`src/rtl/traffic_light_ctrl_if.sv`:
```
// traffic_light_ctrl_if: timebase tick, demand inputs and lamp/status outputs of the phase controller
interface traffic_light_ctrl_if;
    logic       TC_TIMEBASE;
    logic       SIDE_REQ;
    logic       NIGHT;
    logic       MAIN_R;
    logic       MAIN_Y;
    logic       MAIN_G;
    logic       SIDE_R;
    logic       SIDE_Y;
    logic       SIDE_G;
    logic       PED_WALK;
    logic [2:0] PHASE;
    modport master (
        output TC_TIMEBASE, SIDE_REQ, NIGHT,
        input  MAIN_R, MAIN_Y, MAIN_G, SIDE_R, SIDE_Y, SIDE_G, PED_WALK, PHASE
    );
    modport slave (
        input  TC_TIMEBASE, SIDE_REQ, NIGHT,
        output MAIN_R, MAIN_Y, MAIN_G, SIDE_R, SIDE_Y, SIDE_G, PED_WALK, PHASE
    );
endinterface

```
`src/rtl/traffic_light_ctrl.sv`:
```
// traffic_light_ctrl: tick-timed main/side road phase sequencer with demand latch, walk lamp and night flash
module traffic_light_ctrl #(
    parameter int T_MG_MIN = 20,
    parameter int T_Y      = 3,
    parameter int T_AR     = 1,
    parameter int T_SG     = 10,
    parameter int CNT_W    = 8
) (
    input  logic                   CLK,
    input  logic                   RST,
    traffic_light_ctrl_if.slave    bus
);
    typedef enum logic [2:0] {
        MG    = 3'd0,
        MY    = 3'd1,
        AR1   = 3'd2,
        SG    = 3'd3,
        SY    = 3'd4,
        AR2   = 3'd5,
        FLASH = 3'd6
    } state_e;

    localparam logic [CNT_W-1:0] MG_END = CNT_W'(T_MG_MIN - 1);
    localparam logic [CNT_W-1:0] Y_END  = CNT_W'(T_Y - 1);
    localparam logic [CNT_W-1:0] AR_END = CNT_W'(T_AR - 1);
    localparam logic [CNT_W-1:0] SG_END = CNT_W'(T_SG - 1);

    state_e             state_q, state_d;
    logic [CNT_W-1:0]   cnt_q, cnt_d, last;
    logic               req_q, req_d, flash_q, flash_d;
    logic               tick, night, done;

    assign tick  = bus.TC_TIMEBASE;
    assign night = bus.NIGHT;
    assign last  = (state_q == MY || state_q == SY) ? Y_END :
                   (state_q == SG) ? SG_END :
                   (state_q == MG) ? MG_END : AR_END;
    assign done  = tick && cnt_q == last;

    always_ff @(posedge CLK) begin
        if (RST) begin
            state_q <= AR2;
            cnt_q   <= '0;
            req_q   <= 1'b0;
            flash_q <= 1'b0;
        end else begin
            state_q <= state_d;
            cnt_q   <= cnt_d;
            req_q   <= req_d;
            flash_q <= flash_d;
        end
    end

    always_comb begin
        state_d = state_q;
        cnt_d   = cnt_q;
        flash_d = flash_q;
        case (state_q)
            MG:      state_d = (done && (req_q || night)) ? MY : MG;
            MY:      state_d = done ? AR1 : MY;
            AR1:     state_d = done ? (night ? FLASH : SG) : AR1;
            SG:      state_d = done ? SY : SG;
            SY:      state_d = done ? AR2 : SY;
            AR2:     state_d = done ? (night ? FLASH : MG) : AR2;
            FLASH: begin
                state_d = (tick && !night) ? AR2 : FLASH;
                flash_d = flash_q ^ tick;
            end
            default: state_d = AR2;
        endcase
        // MG saturates at its last count; FLASH timing is carried by flash_q alone
        if (tick && cnt_q != last && state_q != FLASH)
            cnt_d = cnt_q + CNT_W'(1);
        if (state_d != state_q) begin
            cnt_d   = '0;
            flash_d = 1'b0;
        end
        req_d = (state_d == SG) ? 1'b0 : (req_q | (bus.SIDE_REQ && state_q != SG));
    end

    assign bus.PHASE    = state_q;
    assign bus.MAIN_G   = state_q == MG;
    assign bus.MAIN_Y   = state_q == MY || (state_q == FLASH && flash_q);
    assign bus.MAIN_R   = !(state_q == MG || state_q == MY || state_q == FLASH);
    assign bus.SIDE_G   = state_q == SG;
    assign bus.SIDE_Y   = state_q == SY || (state_q == FLASH && flash_q);
    assign bus.SIDE_R   = !(state_q == SG || state_q == SY || state_q == FLASH);
    assign bus.PED_WALK = state_q == SG;
endmodule

```
`src/flat_wrapper.sv`:
```
// flat-port wrapper written by rule: the top's interface ports become plain ports
module traffic_light_ctrl_flat 
#(
    parameter int T_MG_MIN = 20,
    parameter int T_Y      = 3,
    parameter int T_AR     = 1,
    parameter int T_SG     = 10,
    parameter int CNT_W    = 8
)
  (CLK, RST, bus_TC_TIMEBASE, bus_SIDE_REQ, bus_NIGHT, bus_MAIN_R, bus_MAIN_Y, bus_MAIN_G, bus_SIDE_R, bus_SIDE_Y, bus_SIDE_G, bus_PED_WALK, bus_PHASE);
  traffic_light_ctrl_if bus_i ();
  input  logic CLK;
  input  logic RST;
  input wire logic [$bits(bus_i.TC_TIMEBASE)-1:0] bus_TC_TIMEBASE;
  input wire logic [$bits(bus_i.SIDE_REQ)-1:0] bus_SIDE_REQ;
  input wire logic [$bits(bus_i.NIGHT)-1:0] bus_NIGHT;
  output wire logic [$bits(bus_i.MAIN_R)-1:0] bus_MAIN_R;
  output wire logic [$bits(bus_i.MAIN_Y)-1:0] bus_MAIN_Y;
  output wire logic [$bits(bus_i.MAIN_G)-1:0] bus_MAIN_G;
  output wire logic [$bits(bus_i.SIDE_R)-1:0] bus_SIDE_R;
  output wire logic [$bits(bus_i.SIDE_Y)-1:0] bus_SIDE_Y;
  output wire logic [$bits(bus_i.SIDE_G)-1:0] bus_SIDE_G;
  output wire logic [$bits(bus_i.PED_WALK)-1:0] bus_PED_WALK;
  output wire logic [$bits(bus_i.PHASE)-1:0] bus_PHASE;
  assign bus_i.TC_TIMEBASE = bus_TC_TIMEBASE;
  assign bus_i.SIDE_REQ = bus_SIDE_REQ;
  assign bus_i.NIGHT = bus_NIGHT;
  assign bus_MAIN_R = bus_i.MAIN_R;
  assign bus_MAIN_Y = bus_i.MAIN_Y;
  assign bus_MAIN_G = bus_i.MAIN_G;
  assign bus_SIDE_R = bus_i.SIDE_R;
  assign bus_SIDE_Y = bus_i.SIDE_Y;
  assign bus_SIDE_G = bus_i.SIDE_G;
  assign bus_PED_WALK = bus_i.PED_WALK;
  assign bus_PHASE = bus_i.PHASE;
  traffic_light_ctrl #(.T_MG_MIN(T_MG_MIN), .T_Y(T_Y), .T_AR(T_AR), .T_SG(T_SG), .CNT_W(CNT_W)) u_core (.CLK(CLK), .RST(RST), .bus(bus_i));
endmodule
```
`config.mk`:
```
export PLATFORM = sky130hd
export DESIGN_NAME = traffic_light_ctrl_flat
export DESIGN_NICKNAME = d
export VERILOG_FILES = /design/src/rtl/traffic_light_ctrl_if.sv /design/src/rtl/traffic_light_ctrl.sv /design/src/flat_wrapper.sv
export SDC_FILE = /design/constraint.sdc
export NUM_CORES = 1
export LEC_CHECK = 0
export CAP_MARGIN = 5
export CORE_AREA = 5 5 47 49
export CTS_CLUSTER_SIZE = 20
export DETAILED_ROUTE_END_ITERATION = 10
export DIE_AREA = 0 0 52 54
export PLACE_DENSITY = 0.92
export SYNTH_ARGS = -nofsm -noshare
export SYNTH_HDL_FRONTEND = slang
export SYNTH_SLANG_ARGS = --single-unit
```
`constraint.sdc`:
```
create_clock -name CLK -period 2.5 [get_ports CLK]
set_input_delay 0.375 -clock CLK [delete_from_list [all_inputs] [get_ports CLK]]
set_output_delay 0.375 -clock CLK [all_outputs]
set_load 0.005 [all_outputs]
```
==> metrics.txt <==
r2r setup slk about 0.26 ns; Mean Syn Cell Area 8.11 um2; most frequent cell after synthesis nor2_1; largest net degree at the start of global routing 19; CTS tree built; Slew Viols, Final 0; initial antenna violation count 0; clock buffer depth 2; part of the Yosys area used for sequential elements 28.1%; Worst setup SP type flop; Synth area leader dfxtp_1; area of the core 0.00182 mm2; RR Startpoint u_core.bus.PHASE[1]; fillcell total between 100 and 150; Period minus WS final around 2.3 ns; flops & latches, synth 13; crit end category output port; Net Count, Synth between 100 and 150; vias per cell 5.76; Die ar. between 0.002 and 0.003 mm2; Critical Path AT 1.94 ns; # rows 16; DRC viols 0; Routed WL ~2100 um; Main synth FF type dfxtp_1; hold-fix buffers at CTS 0; Commonest cells post-synth nor2_1, dfxtp_1, a21oi_1, nand3_1; Congestion Overflow GR 0; Final TNS setup 0 ns; H-tree depth 1; Avg WL per Cell ~14 um; via count between 800 and 900; RSZ-0062 raised after global routing false; vias in the first global route roughly 810; Least-Margin Pin Slew 0.577 ns; power per cell area ~650 mW/mm2; worst r2r path cells 5; number of I/O pins 15; Setup Buffers After CTS 0; DRT Pass-1 Iters 4; GRT Overall Usage ~17%; fin nets 130; Initial Utilization 50.8%; Hold Fails Final Rpt 0; Seq. cell area approximately 260 um2; multi-input combinational cell area about 580 um2; Clock Latency Late Sink 0.28 ns; clk sinks 13; antenna-violating nets left 0; cells after synthesis around 110; die width between 50 and 60 um; Worst Path Max Fanout 18; Leak Pwr 0.422 nW; kind of critical path reg -> out; Mapped Area around 920 um2; area delta synth->final 15.3%; Worst slew margin between 60 and 70%; diode count 0; final setup violation count 0; TritonCTS buffer count 3; Fmax roughly 430 MHz; final period utilization between 90 and 100%; DP Wirelength around 1600 um; die height ~54 um; Max IR drop VDD ~0.47 mV; share of layout cells above drive strength 1 under 10%; DRT iter0 DRCs 31; crit path from u_core.bus.PHASE[1]; synth unique cells between 40 and 50; hold slack roughly 0.53 ns; wire length of the first global-routing pass between 3000 and 4000 um; Yosys top cell area share around 28%; post-cts sizing count 0; Post-synth EDFFs 0; PortBufs 14; total of max-cap violations 0; worst reg2reg path endpoint u_core.cnt_q[1]; GPL Wtd Cong between 0.9 and 1; CTS clk-pin slew, worst paths 0.08 ns; status finished, final reports clean; WP data required about 2.1 ns; Yosys Warn Count 0; Synth area leaders dfxtp_1, nor2_1, a21oi_1; Clock Skew roughly 0.0035 ns; Min-Delay Path Class reg -> reg; worst setup path end bus_MAIN_Y; Post-synth ARST share 0%; CTS root buffer clkbuf_4
-- cell families (layout without fill, tap and decap cells) --
family,after synthesis,count (layout),synth area share [%]
multiplexers,2,2,2.30
adder cells (fa/ha/maj),1,1,1.35
flip-flops,13,13,28.1
AND/OR/NAND/NOR,48,48,29.5
buffers and inverters,15,24,9.34
AO/OA/AOI/OAI,28,28,22.7
XOR/XNOR,7,7,6.63
-- report_power, final --
| part | internal, W | switching (W) |
|---|---|---|
| combinational | 0.000148 | 0.000137 |
| sequential | 0.000223 | 0.0000551 |
| clock | 0.0000594 | 0.0000736 |
| total | 0.000430 | 0.000266 |
-- area by class of cell --
cell class,instances,share of cell area [%]
multi-input cells,86,54.2
flip-flops and latches,13,24.4
repair buffers,15,13.8
well taps,27,3.17
clock buffers,3,2.11
inverters,5,1.76
clock inverters,1,0.469
-- critical path, stage by stage (launching register included) --
cell             delay, ns
dfxtp_1               0.69
and3b_1               0.31
a22o_1                0.15
clkdlybuf4s50_1       0.50
-- worst min path at each step --
stage | start | endpoint | slack (ns) | cells past startpoint
after floorplan | RST | u_core.bus.PHASE[1] | 0.44 | 1
after global routing | u_core.cnt_q[2] | u_core.cnt_q[2] | 0.58 | 2
after CTS | u_core.cnt_q[2] | u_core.cnt_q[2] | 0.53 | 2
final | u_core.cnt_q[2] | u_core.cnt_q[2] | 0.53 | 2
after global placement | u_core.cnt_q[7] | u_core.cnt_q[7] | 0.51 | 2
after detailed placement | u_core.cnt_q[2] | u_core.cnt_q[2] | 0.52 | 2
-- placed cells by master (no fill, tap or decap), drive strengths merged, types with 2 or more instances in the layout --
cell type	n
nand3	8
nand3b	3
clkdlybuf4s50	14
and3	2
a21oi	10
clkbuf	3
xor2	5
a31oi	2
inv	5
nor4	2
nor2	14
nor3b	2
xnor2	2
dfxtp	13
or3	2
nor3	5
nand2	4
o21ai	3
-- registers in the layout, indices dropped and copies added (netlist names) --
register	flops
u_core.flash_q	1
u_core.cnt_q	8
u_core.bus.PHASE	3
u_core.req_q	1
-- routing by layer --
layer	vias to the layer above	track usage, %	share of wire [%]
li1	424	-	-
met1	400	21.6	42
met2	34	26.8	50
met3	6	3.60	6.1
met4	0	6.11	2.2
met5	-	0	0
-- through the flow --
stage / instance area (um2) / std cells / utilization [%] / power [W] / setup slack (ns)
floorplan: 925 / 114 / - / 0.000476 / 0.778
global placement: 1040 / 146 / 57.0 / 0.000553 / 0.403
detailed placement: 1040 / 146 / 57.0 / 0.000564 / 0.279
CTS: 1070 / 150 / 58.5 / 0.000695 / 0.188
global route: 1070 / 150 / 58.5 / 0.000743 / 0.0790
finish: 1070 / 150 / 58.5 / 0.000696 / 0.183
No activity file was read; power rests on OpenSTA's default activity.
